**config.mk**
```make
export PLATFORM = sky130hd
export DESIGN_NAME = loga_capture_ctrl_flat
export DESIGN_NICKNAME = d
export VERILOG_FILES = /design/src/rtl/loga_capture_ctrl_pkg.sv /design/src/rtl/loga_capture_ctrl_if.sv /design/src/rtl/loga_capture_ctrl_rd_fifo.sv /design/src/rtl/loga_capture_ctrl.sv /design/src/flat_wrapper.sv
export SDC_FILE = /design/constraint.sdc
export NUM_CORES = 1
export LEC_CHECK = 0
export ABC_AREA = 1
export CAP_MARGIN = 20
export CORE_ASPECT_RATIO = 1.75
export CORE_MARGIN = 2
export CORE_UTILIZATION = 54
export CTS_BUF_LIST = sky130_fd_sc_hd__clkbuf_4 sky130_fd_sc_hd__clkbuf_8
export DETAILED_ROUTE_END_ITERATION = 12
export PLACE_DENSITY = 0.78
export RECOVER_POWER = 100
export SYNTH_ARGS = -nofsm -noshare
export SYNTH_HDL_FRONTEND = slang
export SYNTH_SLANG_ARGS = --single-unit
```
**constraint.sdc**
```tcl
create_clock -name clk -period 5 [get_ports clk]
set_clock_uncertainty 0.05 [all_clocks]
set_input_delay 1 -clock clk [delete_from_list [all_inputs] [get_ports clk]]
set_output_delay 1 -clock clk [all_outputs]
set_load 0.1 [all_outputs]
```
**src/rtl/loga_capture_ctrl_pkg.sv**
```systemverilog
// Shared definitions for the LOGA capture/readout sequencer.
//   - state_t          : sequencer state encoding (3 bits)
//   - DEF_ADDR_W/DATA_W: default sample memory geometry (64K x 8)
//   - FIFO_DEPTH       : entries in the readout FIFO
//   - state_is_busy()  : true while a capture or readout is in progress
package loga_capture_ctrl_pkg;

    localparam int DEF_ADDR_W = 16;
    localparam int DEF_DATA_W = 8;
    localparam int FIFO_DEPTH = 2;

    typedef enum logic [2:0] {
        ST_IDLE      = 3'd0,
        ST_PREFILL   = 3'd1,
        ST_WAIT_TRIG = 3'd2,
        ST_POST      = 3'd3,
        ST_DONE      = 3'd4,
        ST_READ      = 3'd5
    } state_t;

    function automatic logic state_is_busy(input state_t s);
        return (s != ST_IDLE) && (s != ST_DONE);
    endfunction

endpackage

```
**src/rtl/loga_capture_ctrl_if.sv**
```systemverilog
// Bundle of all control, sample-RAM and host-stream signals of the capture
// sequencer.
//   master : the sequencer (drives RAM addresses, status and the output stream)
//   slave  : the environment (trigger logic, RAM read data, host)
interface loga_capture_ctrl_if
    import loga_capture_ctrl_pkg::*;
#(
    parameter int ADDR_W = DEF_ADDR_W,
    parameter int DATA_W = DEF_DATA_W
) ();

    // capture control
    logic              arm;
    logic              abort;
    logic              trig_hit;
    logic [ADDR_W-1:0] pre_depth;
    logic [ADDR_W-1:0] post_depth;
    // sample RAM
    logic              wr_en;
    logic [ADDR_W-1:0] wr_addr;
    logic [ADDR_W-1:0] rd_addr;
    logic [DATA_W-1:0] rd_data;
    // readout stream
    logic              rd_req;
    logic [DATA_W-1:0] out_data;
    logic              out_valid;
    logic              out_last;
    logic              out_ready;
    // status
    logic              busy;
    logic              triggered;
    logic [ADDR_W-1:0] trig_addr;

    modport master (
        input  arm, abort, trig_hit, pre_depth, post_depth, rd_data, rd_req, out_ready,
        output wr_en, wr_addr, rd_addr, out_data, out_valid, out_last,
               busy, triggered, trig_addr
    );

    modport slave (
        output arm, abort, trig_hit, pre_depth, post_depth, rd_data, rd_req, out_ready,
        input  wr_en, wr_addr, rd_addr, out_data, out_valid, out_last,
               busy, triggered, trig_addr
    );

endinterface

```
**src/rtl/loga_capture_ctrl_rd_fifo.sv**
```systemverilog
// Two-entry readout FIFO holding {last, data}.
//   clk, rst            : clock, asynchronous active-high reset
//   push/push_data/last : write one entry (ignored when full without pop)
//   pop                 : remove the head entry (ignored when empty)
//   flush               : empty the FIFO, has priority over push/pop
//   head_*              : current head entry; head_valid = not empty
//   count               : occupancy 0..2
module loga_capture_ctrl_rd_fifo
    import loga_capture_ctrl_pkg::*;
#(
    parameter int DATA_W = DEF_DATA_W
) (
    input  logic              clk,
    input  logic              rst,
    input  logic              push,
    input  logic [DATA_W-1:0] push_data,
    input  logic              push_last,
    input  logic              pop,
    input  logic              flush,
    output logic [DATA_W-1:0] head_data,
    output logic              head_last,
    output logic              head_valid,
    output logic [1:0]        count
);

    logic [DATA_W:0] entry [FIFO_DEPTH];
    logic            wr_ptr_reg;
    logic            rd_ptr_reg;
    logic [1:0]      count_reg;
    logic            push_ok;
    logic            pop_ok;

    assign pop_ok  = pop && (count_reg != 2'd0);
    assign push_ok = push && ((count_reg != 2'd2) || pop_ok);

    // Storage is cleared on flush as well so an idle stream shows zero data.
    genvar gi;
    generate
        for (gi = 0; gi < FIFO_DEPTH; gi++) begin : g_entry
            logic [DATA_W:0] q_reg;
            always_ff @(posedge clk or posedge rst) begin
                if (rst) begin
                    q_reg <= '0;
                end else if (flush) begin
                    q_reg <= '0;
                end else if (push_ok && (wr_ptr_reg == 1'(gi))) begin
                    q_reg <= {push_last, push_data};
                end
            end
            assign entry[gi] = q_reg;
        end
    endgenerate

    always_ff @(posedge clk or posedge rst) begin
        if (rst) begin
            wr_ptr_reg <= 1'b0;
            rd_ptr_reg <= 1'b0;
            count_reg  <= 2'd0;
        end else if (flush) begin
            wr_ptr_reg <= 1'b0;
            rd_ptr_reg <= 1'b0;
            count_reg  <= 2'd0;
        end else begin
            if (push_ok) wr_ptr_reg <= ~wr_ptr_reg;
            if (pop_ok)  rd_ptr_reg <= ~rd_ptr_reg;
            case ({push_ok, pop_ok})
                2'b10:   count_reg <= count_reg + 2'd1;
                2'b01:   count_reg <= count_reg - 2'd1;
                default: count_reg <= count_reg;
            endcase
        end
    end

    assign head_data  = entry[rd_ptr_reg][DATA_W-1:0];
    assign head_last  = entry[rd_ptr_reg][DATA_W];
    assign head_valid = (count_reg != 2'd0);
    assign count      = count_reg;

endmodule

```
**src/rtl/loga_capture_ctrl.sv**
```systemverilog
// Capture/readout sequencer for the LOGA sample memory.
//   clk, rst : clock, asynchronous active-high reset
//   bus      : loga_capture_ctrl_if.master -- arm/abort/trigger control,
//              sample RAM write/read addresses and read data, readout
//              stream (out_data/out_valid/out_last/out_ready) and status.
// A capture fills a ring buffer with pre_depth samples, waits for a trigger,
// then records post_depth more. Readout streams the window oldest first.
module loga_capture_ctrl
    import loga_capture_ctrl_pkg::*;
#(
    parameter int ADDR_W = DEF_ADDR_W,
    parameter int DATA_W = DEF_DATA_W
) (
    input logic                clk,
    input logic                rst,
    loga_capture_ctrl_if.master bus
);

    localparam int CNT_W = ADDR_W + 1;
    localparam logic [CNT_W-1:0] DEPTH = {1'b1, {ADDR_W{1'b0}}};

    state_t            state_reg;
    logic [ADDR_W-1:0] pre_reg;
    logic [ADDR_W-1:0] post_reg;        // post depth after clamping
    logic [ADDR_W-1:0] fill_cnt_reg;
    logic [ADDR_W-1:0] post_cnt_reg;
    logic [CNT_W-1:0]  rd_left_reg;     // reads still to be issued
    logic              wr_en_reg;
    logic [ADDR_W-1:0] wr_addr_reg;
    logic [ADDR_W-1:0] rd_addr_reg;
    logic              triggered_reg;
    logic [ADDR_W-1:0] trig_addr_reg;
    logic              in_flight_reg;   // RAM read issued last cycle
    logic              in_flight_last_reg;

    logic              depth_over;
    logic [ADDR_W-1:0] post_clamped;
    logic [CNT_W-1:0]  rd_len;
    logic [DATA_W-1:0] head_data;
    logic              head_last;
    logic              head_valid;
    logic [1:0]        fifo_count;
    logic [1:0]        occ_total;
    logic              pop;
    logic              issue;

    // Window never exceeds the memory: DEPTH-1-pre is simply ~pre.
    assign depth_over   = (CNT_W'(bus.pre_depth) + CNT_W'(bus.post_depth)) >= DEPTH;
    assign post_clamped = depth_over ? ~bus.pre_depth : bus.post_depth;
    assign rd_len       = CNT_W'(pre_reg) + CNT_W'(post_reg) + CNT_W'(1);

    // A read may be issued when the FIFO is guaranteed to have room for its
    // data one cycle later: occupancy + in_flight - pop < 2.
    assign pop       = head_valid && bus.out_ready;
    assign occ_total = fifo_count + {1'b0, in_flight_reg};
    assign issue     = (state_reg == ST_READ) && !bus.abort &&
                       (rd_left_reg != '0) && ((occ_total < 2'd2) || pop);

    loga_capture_ctrl_rd_fifo #(
        .DATA_W (DATA_W)
    ) u_rd_fifo (
        .clk        (clk),
        .rst        (rst),
        .push       (in_flight_reg),
        .push_data  (bus.rd_data),
        .push_last  (in_flight_last_reg),
        .pop        (pop),
        .flush      (bus.abort),
        .head_data  (head_data),
        .head_last  (head_last),
        .head_valid (head_valid),
        .count      (fifo_count)
    );

    always_ff @(posedge clk or posedge rst) begin
        if (rst) begin
            state_reg          <= ST_IDLE;
            pre_reg            <= '0;
            post_reg           <= '0;
            fill_cnt_reg       <= '0;
            post_cnt_reg       <= '0;
            rd_left_reg        <= '0;
            wr_en_reg          <= 1'b0;
            wr_addr_reg        <= '0;
            rd_addr_reg        <= '0;
            triggered_reg      <= 1'b0;
            trig_addr_reg      <= '0;
            in_flight_reg      <= 1'b0;
            in_flight_last_reg <= 1'b0;
        end else begin
            in_flight_reg      <= issue;
            in_flight_last_reg <= issue && (rd_left_reg == CNT_W'(1));
            if (issue) begin
                rd_addr_reg <= rd_addr_reg + ADDR_W'(1);
                rd_left_reg <= rd_left_reg - CNT_W'(1);
            end

            if (bus.abort) begin
                state_reg <= ST_IDLE;
                wr_en_reg <= 1'b0;
            end else begin
                case (state_reg)
                    ST_IDLE, ST_DONE: begin
                        if (bus.arm) begin
                            pre_reg       <= bus.pre_depth;
                            post_reg      <= post_clamped;
                            fill_cnt_reg  <= '0;
                            post_cnt_reg  <= '0;
                            wr_addr_reg   <= '0;
                            triggered_reg <= 1'b0;
                            wr_en_reg     <= 1'b1;
                            state_reg     <= (bus.pre_depth == '0) ? ST_WAIT_TRIG : ST_PREFILL;
                        end else if ((state_reg == ST_DONE) && bus.rd_req) begin
                            rd_addr_reg <= trig_addr_reg - pre_reg;
                            rd_left_reg <= rd_len;
                            state_reg   <= ST_READ;
                        end
                    end
                    ST_PREFILL: begin
                        // trig_hit deliberately ignored until the pre-window is full
                        wr_addr_reg  <= wr_addr_reg + ADDR_W'(1);
                        fill_cnt_reg <= fill_cnt_reg + ADDR_W'(1);
                        if (fill_cnt_reg + ADDR_W'(1) == pre_reg) state_reg <= ST_WAIT_TRIG;
                    end
                    ST_WAIT_TRIG: begin
                        wr_addr_reg <= wr_addr_reg + ADDR_W'(1);
                        if (bus.trig_hit) begin
                            trig_addr_reg <= wr_addr_reg;
                            triggered_reg <= 1'b1;
                            if (post_reg == '0) begin
                                wr_en_reg <= 1'b0;
                                state_reg <= ST_DONE;
                            end else begin
                                state_reg <= ST_POST;
                            end
                        end
                    end
                    ST_POST: begin
                        wr_addr_reg  <= wr_addr_reg + ADDR_W'(1);
                        post_cnt_reg <= post_cnt_reg + ADDR_W'(1);
                        if (post_cnt_reg + ADDR_W'(1) == post_reg) begin
                            wr_en_reg <= 1'b0;
                            state_reg <= ST_DONE;
                        end
                    end
                    ST_READ: begin
                        if (pop && head_last) state_reg <= ST_DONE;
                    end
                    default: begin
                        wr_en_reg <= 1'b0;
                        state_reg <= ST_IDLE;
                    end
                endcase
            end
        end
    end

    assign bus.wr_en     = wr_en_reg;
    assign bus.wr_addr   = wr_addr_reg;
    assign bus.rd_addr   = rd_addr_reg;
    assign bus.out_data  = head_data;
    assign bus.out_valid = head_valid;
    assign bus.out_last  = head_last;
    assign bus.busy      = state_is_busy(state_reg);
    assign bus.triggered = triggered_reg;
    assign bus.trig_addr = trig_addr_reg;

endmodule
```
**src/flat_wrapper.sv**
```systemverilog
// flat-port wrapper written by rule: the top's interface ports become plain ports
module loga_capture_ctrl_flat import loga_capture_ctrl_pkg::*;
#(
    parameter int ADDR_W = DEF_ADDR_W,
    parameter int DATA_W = DEF_DATA_W
)
  (clk, rst, bus_arm, bus_abort, bus_trig_hit, bus_pre_depth, bus_post_depth, bus_rd_data, bus_rd_req, bus_out_ready, bus_wr_en, bus_wr_addr, bus_rd_addr, bus_out_data, bus_out_valid, bus_out_last, bus_busy, bus_triggered, bus_trig_addr);
  loga_capture_ctrl_if #(.ADDR_W(ADDR_W), .DATA_W(DATA_W)) bus_i ();
  input logic clk;
  input logic rst;
  input wire logic [$bits(bus_i.arm)-1:0] bus_arm;
  input wire logic [$bits(bus_i.abort)-1:0] bus_abort;
  input wire logic [$bits(bus_i.trig_hit)-1:0] bus_trig_hit;
  input wire logic [$bits(bus_i.pre_depth)-1:0] bus_pre_depth;
  input wire logic [$bits(bus_i.post_depth)-1:0] bus_post_depth;
  input wire logic [$bits(bus_i.rd_data)-1:0] bus_rd_data;
  input wire logic [$bits(bus_i.rd_req)-1:0] bus_rd_req;
  input wire logic [$bits(bus_i.out_ready)-1:0] bus_out_ready;
  output wire logic [$bits(bus_i.wr_en)-1:0] bus_wr_en;
  output wire logic [$bits(bus_i.wr_addr)-1:0] bus_wr_addr;
  output wire logic [$bits(bus_i.rd_addr)-1:0] bus_rd_addr;
  output wire logic [$bits(bus_i.out_data)-1:0] bus_out_data;
  output wire logic [$bits(bus_i.out_valid)-1:0] bus_out_valid;
  output wire logic [$bits(bus_i.out_last)-1:0] bus_out_last;
  output wire logic [$bits(bus_i.busy)-1:0] bus_busy;
  output wire logic [$bits(bus_i.triggered)-1:0] bus_triggered;
  output wire logic [$bits(bus_i.trig_addr)-1:0] bus_trig_addr;
  assign bus_i.arm = bus_arm;
  assign bus_i.abort = bus_abort;
  assign bus_i.trig_hit = bus_trig_hit;
  assign bus_i.pre_depth = bus_pre_depth;
  assign bus_i.post_depth = bus_post_depth;
  assign bus_i.rd_data = bus_rd_data;
  assign bus_i.rd_req = bus_rd_req;
  assign bus_i.out_ready = bus_out_ready;
  assign bus_wr_en = bus_i.wr_en;
  assign bus_wr_addr = bus_i.wr_addr;
  assign bus_rd_addr = bus_i.rd_addr;
  assign bus_out_data = bus_i.out_data;
  assign bus_out_valid = bus_i.out_valid;
  assign bus_out_last = bus_i.out_last;
  assign bus_busy = bus_i.busy;
  assign bus_triggered = bus_i.triggered;
  assign bus_trig_addr = bus_i.trig_addr;
  loga_capture_ctrl #(.ADDR_W(ADDR_W), .DATA_W(DATA_W)) u_core (.clk(clk), .rst(rst), .bus(bus_i));
endmodule
```
After elaboration in Yosys (flattened, before gate mapping)
Cells that the tools add are included.
Cells by class
  equality and inequality tests: 22
  $add $sub $neg: 12
  bitwise gates (word level): 5
  divide/modulo/power cells: 0
  multiply operators: 0
  multiplexer cells: 47
  shifts and indexed selects: 0
  reductions and logical operators: 41
  $lt $le $gt $ge: 3
Operators by type and width (number)
  $mux W16: 7
  $pmux W16 S2: 3
  $mux W17: 5
  $add A16 B1 Y16 const B: 4
  $mux W9: 7
  $add A16 B16 Y17: 2
  $eq A16 B16 Y1: 2
  $logic_not A16 Y1: 2
  $mux W3: 8
  $reduce_bool A2 Y1: 9
  $add A17 B1 Y17 const B: 1
  $eq A17 B1 Y1 const B: 1
  $ge A17 B17 Y1 const B: 1
  $reduce_bool A17 Y1: 1
  $sub A17 B1 Y17 const B: 1
  $not A16 Y16: 1
  $sub A16 B16 Y16: 1
  $pmux W3 S5: 1
  $reduce_and A3 Y1: 5
  $logic_and A1 B1 Y1: 12
  $ne A3 B3 Y1 const B: 4
  $mux W1: 11
  $reduce_and A5 Y1: 2
  $ne A3 B2 Y1 const B: 3
  other kinds (26): 36
Storage, ports and cells
  latch bits: 0
  output and inout port bits: 61
  memory bits (read-only): 0
  bits in registers: 158
  bits in writable memories: 0
  logic and storage cells: 148
  memories: 0
  input port bits: 47

Logic depth before layout (Yosys ltp)
  depth in word-level cells: 9
  mapped depth: 17

Modules after synthesis
A second synthesis with hierarchy kept.
Second synthesis, totals
  cell total of the unflattened synthesis: 1498
  area total of the unflattened synthesis: 10919.2 um^2
By module, submodules not included
  loga_capture_ctrl: sequential area each 3403.3 um^2, times used 1, cells each 1356, area an instance 9774.4 um^2
  loga_capture_ctrl_rd_fifo: sequential area each 550.5 um^2, times used 1, cells each 142, area an instance 1144.8 um^2

Worst setup path after synthesis
Ideal clock, no wire load.
  kind: reg2out
  start point: reg u_core.u_rd_fifo.rd_ptr_reg
  end point: out bus_out_data[7]
  setup slack: 1091 ps
  arrival: 2859 ps
  cell stages (with the launch flop): 4
  path buffers: 2
  cells stage by stage: dfrtp_1 -> clkbuf_1 -> clkbuf_1 -> o21ai_0
Between the ends
  longest elaborated chain between the ends: 4
Ends and longest elaborated chain
  from (decl): line loga_capture_ctrl_rd_fifo.sv:28  | logic rd_ptr_reg;
  from (signal assigned): line loga_capture_ctrl_rd_fifo.sv:65  | if (pop_ok) rd_ptr_reg <= ~rd_ptr_reg;
  $not A1 Y2 (not written as such): line loga_capture_ctrl_rd_fifo.sv:74  | assign head_data = entry[rd_ptr_reg][DATA_W-1:0];
  $mux W9 (3 in a row)
  to (decl): line flat_wrapper.sv:22  | output wire logic [$bits(bus_i.out_data)-1:0] bus_out_data;
Every way passes these cells. The select of a mux whose other input is x is not followed.

Worst setup path after layout
  start point: reg u_core.u_rd_fifo.rd_ptr_reg
  end point: out bus_out_last
Between the ends
  longest elaborated chain between the ends: 4
Ends and longest elaborated chain
  $not A1 Y2 (not written as such): line loga_capture_ctrl_rd_fifo.sv:75  | assign head_last = entry[rd_ptr_reg][DATA_W];
  $mux W9 (not written as such) (3 in a row): line loga_capture_ctrl_rd_fifo.sv:75
  to (decl): line flat_wrapper.sv:24  | output wire logic [$bits(bus_i.out_last)-1:0] bus_out_last;
Every way passes these cells. The select of a mux whose other input is x is not followed.

==> reports/qor.yml <==
status: "finished with violations"
violations: "max-capacitance violations, max-slew violations"
antenna_found_initial: 1
cts_max_path_buffers: 2
min_path_type: "register to register"
dieArea_um2: 20800
r2r_cells: 13
final_common_cell: "nand2_1"
min_period_over_period_pct: 76.3
gp_congestion: 0.961
wl_mm: 31.3
wl_per_cell_um: 17.4
rsz0062_at_grt: "no"
die_y_um: 189
drv_slew: 96
cts_root_buffer: "clkbuf_8"
die_w_um: 110
post_cts_resized: 0
avgSynthCellArea_um2: 7.33
final_cell_mix: "346 x nand2_1, 190 x inv_1, 158 x dfrtp_1"
irDropWorstVdd_mv: 0.523
slowest_stage: "dlygate4sd3_1"
yosys_warnings: 0
holdBufCountCts: 0
r2r_slack_ns: 1.99
grtUsageMet2_pct: 53.2
crit_path_start_kind: "register"
drc_errors: 0
synth_seq_cells: 158
max_stage_delay_ns: 1.26
yosysUniqueCellTypes: 52
worstSkewPairLatency_ns: 0.47
grt_pass1_vias: 10195
final.setup.tns_ns: 0
vias: 10284
max_cap_viol_count: 4
synthArstFlopShare_pct: 100
ctsHtreeMaxLevel: 4
start_util_pct: 55.1
numClockSinks: 158
crit_path_max_fanout: 20
hold_viol: 0
setup-violations-final: 0
dr.first_iter.drc_count: 813
rows: 67
synth_edf_count: 0
p_per_area_nw_per_um2: 559
path_cells: "nand2_1 > o21ai_0 > dlygate4sd3_1"
grt_use_met1_pct: 37.0
fmax_ghz: 0.262
globalRouteOverflowTotal: 0
slew_headroom_pct: -17.2
grt_max_degree: 72
grtUsageMet3_pct: 6.57
cp.required_ns: 3.95
postSynthCellCount: 1445
critPathKind: "register to output port"
final_antenna_net_count: 0
fin_area_um2: 12200
synth_area_um2: 10600
fp.coreArea_um2: 19200
cp.arrival_ns: 2.76
ys_dominant_reg_cell: "dfrtp_1"
layout-drive-gt1-share_pct: 5.26
synth_fp_nets: 1547
synth_seq_area_share_pct: 37.4
worst_pin_slew_ns: 1.74
cts_buffers: 17
via_per_inst: 5.71
ios: 108
dp_hpwl_mm: 24.4
fin_util_pct: 63.7
post_cts_buffers: 0
top_usage_layer: "met2"
clk_pin_slew_ns: 0.09
final.min_clock_period_ns: 3.81
p_leak_nw: 5.93
nNetsFinal: 1649
grtUsageTotal_pct: 31.3
hold_depth: 2
cts_tree: "yes"
cp-end-kind: "output port"
port_buffers: 107
hold_ws_ns: 0.456
synthToLayoutAreaGrowth_pct: 15.6
placed_cell_area_um2: 11900
placedCellCount: 1769
largest_register_ffs: 18
grt_pass1_wl_mm: 50.5
drt_pass1_iterations: 6
final_cells: 1802
-- metrics by stage --
| step | worst slack [ns] | total power (W) |
|---|---|---|
| after floorplan | 1.09 | 0.00470 |
| after global placement | 1.53 | 0.00573 |
| after detailed placement | 1.46 | 0.00579 |
| after CTS | 1.22 | 0.00689 |
| after global routing | 0.865 | 0.00728 |
| final | 1.19 | 0.00685 |
-- layout make-up --
cell class | instances | area (um^2)
clock inverter | 13 | 185
timing repair buffer | 114 | 1120
sequential | 158 | 3950
fill | 1766 | 6960
antenna | 1 | 2.50
inverter | 198 | 746
multi-input combinational | 1058 | 5670
clock buffer | 19 | 262
tap | 241 | 302
-- cell families (layout without fill, tap and decap cells) --
| group | count (synthesis) | after routing | synth area share [%] |
|---|---|---|---|
| compound gates | 308 | 308 | 15.8 |
| xor+xnor | 44 | 44 | 3.90 |
| fa+ha+maj | 55 | 55 | 6.64 |
| buf+inv | 229 | 344 | 8.24 |
| flops | 158 | 158 | 37.4 |
| mux | 12 | 12 | 1.28 |
| other cells | 0 | 1 | 0 |
| simple gates | 639 | 639 | 26.8 |
-- worst paths after layout --
check                                                              from                                to
worst max register to register    u_core.u_rd_fifo.count[1]$_DFFE_PP0P_   u_core.bus.rd_addr[9]$_DFF_PP0_
worst max-delay path            u_core.u_rd_fifo.rd_ptr_reg$_DFFE_PP0P_                      bus_out_last
worst min-delay path                       u_core.bus.wr_en$_DFFE_PP0P_      u_core.bus.wr_en$_DFFE_PP0P_
worst min register to register             u_core.bus.wr_en$_DFFE_PP0P_      u_core.bus.wr_en$_DFFE_PP0P_
max in group asynchronous                                           rst    u_core.post_reg[0]$_DFFE_PP0P_
min in group asynchronous                                           rst  u_core.bus.rd_addr[14]$_DFF_PP0_
-- critical path, delay by kind of cell (launching register included) --
| kind | cells | cell delay (ns) |
|---|---|---|
| AO/OA/AOI/OAI | 1 | 0.17 |
| buffers and inverters | 1 | 1.26 |
| flip-flops | 1 | 0.74 |
| AND/OR/NAND/NOR | 1 | 0.11 |
-- cell usage after synthesis (3+ instances only) --
library cell	number	area, um^2
xnor2_1	8	70.1
o21ai_1	10	50.1
buf_2	9	45.0
nand2_2	8	50.1
nor2_2	10	62.6
clkbuf_1	22	82.6
ha_1	53	663
inv_2	8	30.0
a31oi_1	4	25.0
a21oi_2	3	26.3
o22ai_1	26	163
o211ai_1	3	22.5
mux2_1	3	33.8
or2_2	6	37.5
o21ai_0	152	761
xor2_1	34	298
nand3_1	84	420
nor2_1	118	443
nor3_1	19	95.1
a211oi_1	3	22.5
nor2_4	10	113
nand3_2	3	30.0
nand2_1	339	1270
nand4_1	21	131
nand3b_1	3	22.5
inv_1	189	709
a21o_1	6	45.0
dfrtp_1	158	3950
nor4_1	7	43.8
mux2_2	9	101
a21oi_1	87	435
-- report_power, final --
part           internal, W  leakage [nW]  switching (W)
Combinational      0.00106          3.65        0.00266
Sequential         0.00161          2.07       0.000418
Clock             0.000574         0.223       0.000519
-- routing by layer --
layer  share of wire, %  vias to the layer above
met5                  0                        -
met1                 38                     4830
li1                   -                     4968
met2                 50                      388
met4                4.7                        0
met3                6.6                       98
Power figures use the tool's default switching activity.
==> edit, RTL diff (same flow settings) <==
Set the package constant `DEF_DATA_W` to 6 (it was 8).
--- a/src/rtl/loga_capture_ctrl_pkg.sv
+++ b/src/rtl/loga_capture_ctrl_pkg.sv
@@ -6,7 +6,7 @@
 package loga_capture_ctrl_pkg;
 
     localparam int DEF_ADDR_W = 16;
-    localparam int DEF_DATA_W = 8;
+    localparam int DEF_DATA_W = 6;
     localparam int FIFO_DEPTH = 2;
 
     typedef enum logic [2:0] {
Interface: changed (resized bus_out_data and bus_rd_data); port bits go from 108 to 104. The function was not compared with the original's and may differ.
==> edit against the original RTL <==
  * Synthesized area increased by 0.66%
  * Largest power group unchanged
  * Wire length decreased by 0.43%
  * Sequential cell count decreased by 4
  * Power increased by 2.5%
  * Count of clock-buffer cells in the layout unchanged
  * The flow still finishes with violations (max-capacitance violations, max-slew violations)
  * Setup slack got worse by 260 ps
  * Final area increased by 0.92%
==> edit: results (changes against the original RTL) <==
.. list-table::
   :header-rows: 1

   * - Metric
     - Value
   * - Synth Instances
     - 1,487 (+2.9%)
   * - Leading post-synthesis cells by cell area
     - sky130_fd_sc_hd__dfrtp_1 (36%), sky130_fd_sc_hd__nand2_1 (14%), sky130_fd_sc_hd__inv_1 (7.0%)
   * - Number of iterations in the first detailed-routing pass
     - 5 (-1)
   * - Crit path from
     - bus_abort
   * - Failing checks
     - max-capacitance violations, max-slew violations
   * - Number of antenna violations at the first check in global routing
     - 0 (-1)
   * - Routed len/inst
     - 16.9 µm (-2.9%)
   * - Leading post-synthesis cells by instance count
     - sky130_fd_sc_hd__nand2_1 (394), sky130_fd_sc_hd__inv_1 (199), sky130_fd_sc_hd__dfrtp_1 (154)
   * - Worst stage delay on the critical path
     - 530 ps (-730 ps)
   * - Adder-Cell Fraction of Synth Area
     - 6.60% (-0.044 points)
   * - First DRT Iteration DRCs
     - 651 (-20%)
   * - Maximum number of pins on one net before global-route repair
     - 107 (+49%)
   * - Global-route wire length before repair
     - 50,100 µm (-0.83%)
   * - Fraction of final layout cells sized beyond drive strength 1
     - 4.80% (-0.45 points)
   * - Measured slew at the worst slew-check pin
     - 2670 ps (+927 ps)
   * - Sequential fraction of the synthesis area
     - 36.2% (-1.2 points)
   * - Number of I/O port buffers
     - 103 (-3.7%)
   * - Number of max-slew violations in the final report
     - 156 (+63%)
   * - Outcome
     - complete, but fails checks
   * - Count of max-cap constraint violations
     - 2 (-2)
   * - Async set or reset register ratio after synthesis
     - 100% (unchanged)
   * - Max Fanout on Critical Path
     - 16 (-20%)
   * - Flip-flop count of the largest register after layout
     - 17 (-1)
   * - Worst hold slack across all endpoints
     - 429 ps (-26.6 ps)
   * - Leak Pwr
     - 6.06 nW (+2.1%)
   * - Post-route insts no fill
     - 1,848 (+2.6%)
   * - Count of nets after finishing
     - 1,690 (+2.5%)
   * - Number of different library cells in the post-synthesis netlist
     - 55 (+5.8%)
   * - Worst reg-to-reg path cell count
     - 12 (-1)
   * - Slack of the worst reg-to-reg path
     - 2230 ps (+240 ps)
   * - Fill count
     - 1,803 (+2.1%)
   * - Capturing instance or port of the critical path
     - u_core.bus.wr_addr[13]$_DFFE_PP0P_
   * - Fraction of the mapped netlist area in compound gates
     - 12.9% (-3.0 points)
   * - Overall fraction of global-route tracks in use
     - 31.3% (+0.034 points)
   * - Placer Congestion
     - 0.968 (+0.69%)
   * - DP Area
     - 12,000 µm² (+0.62%)
   * - Worst vdd rail ir drop
     - 425 µV (-19%)
   * - Type of the worst setup path
     - primary input to flip-flop
   * - Final antenna diode count
     - 0 (-1)
   * - Fraction of synthesized area in multiplexers
     - 1.15% (-0.13 points)
   * - Arrival time at the worst endpoint
     - 4430 ps (+1670 ps)
[edit: through the flow]
step	setup WS, ps	power [mW]
after floorplan	1220	4.84
after global placement	1500	5.92
after detailed placement	1410	5.97
after CTS	1400	7.06
after global routing	675	7.48
final	928	7.01
[edit: area by class of cell]
cell class / instances / area (µm²) / share of cell area [%]
Sequential cell: 154 / 3850 / 31.2
Timing Repair Buffer: 116 / 1100 / 8.94
Multi-Input combinational cell: 1098 / 5870 / 47.5
Tap cell: 245 / 307 / 2.48
Clock inverter: 13 / 190 / 1.54
Inverter: 203 / 766 / 6.20
Clock buffer: 19 / 262 / 2.12
[edit: where the power goes]
part           switching, mW  internal, mW  total, mW
registers              0.473          1.58       2.05
logic                   2.76          1.13       3.89
clock network          0.503         0.574       1.08
[edit: critical path, delay by kind of cell]
kind / cells / cell delay (ps)
buf+inv: 6 / 1890
simple gates: 6 / 1250
compound gates: 2 / 280
[edit: cells by family (layout without fill, tap and decap cells)]
group	count (synthesis)	count (layout)
AND/OR/NAND/NOR	743	743
adder cells (fa/ha/maj)	55	55
XOR/XNOR	42	42
flip-flops	154	154
buffers and inverters	235	351
AO/OA/AOI/OAI	247	247
multiplexers	11	11
[edit: metal layers]
metal  wire length [µm]  global-route usage (%)
met1              11400                    33.1
met2              16300                    56.3
met3               1320                    4.32
met4               2250                    20.6
met5                  0                       0
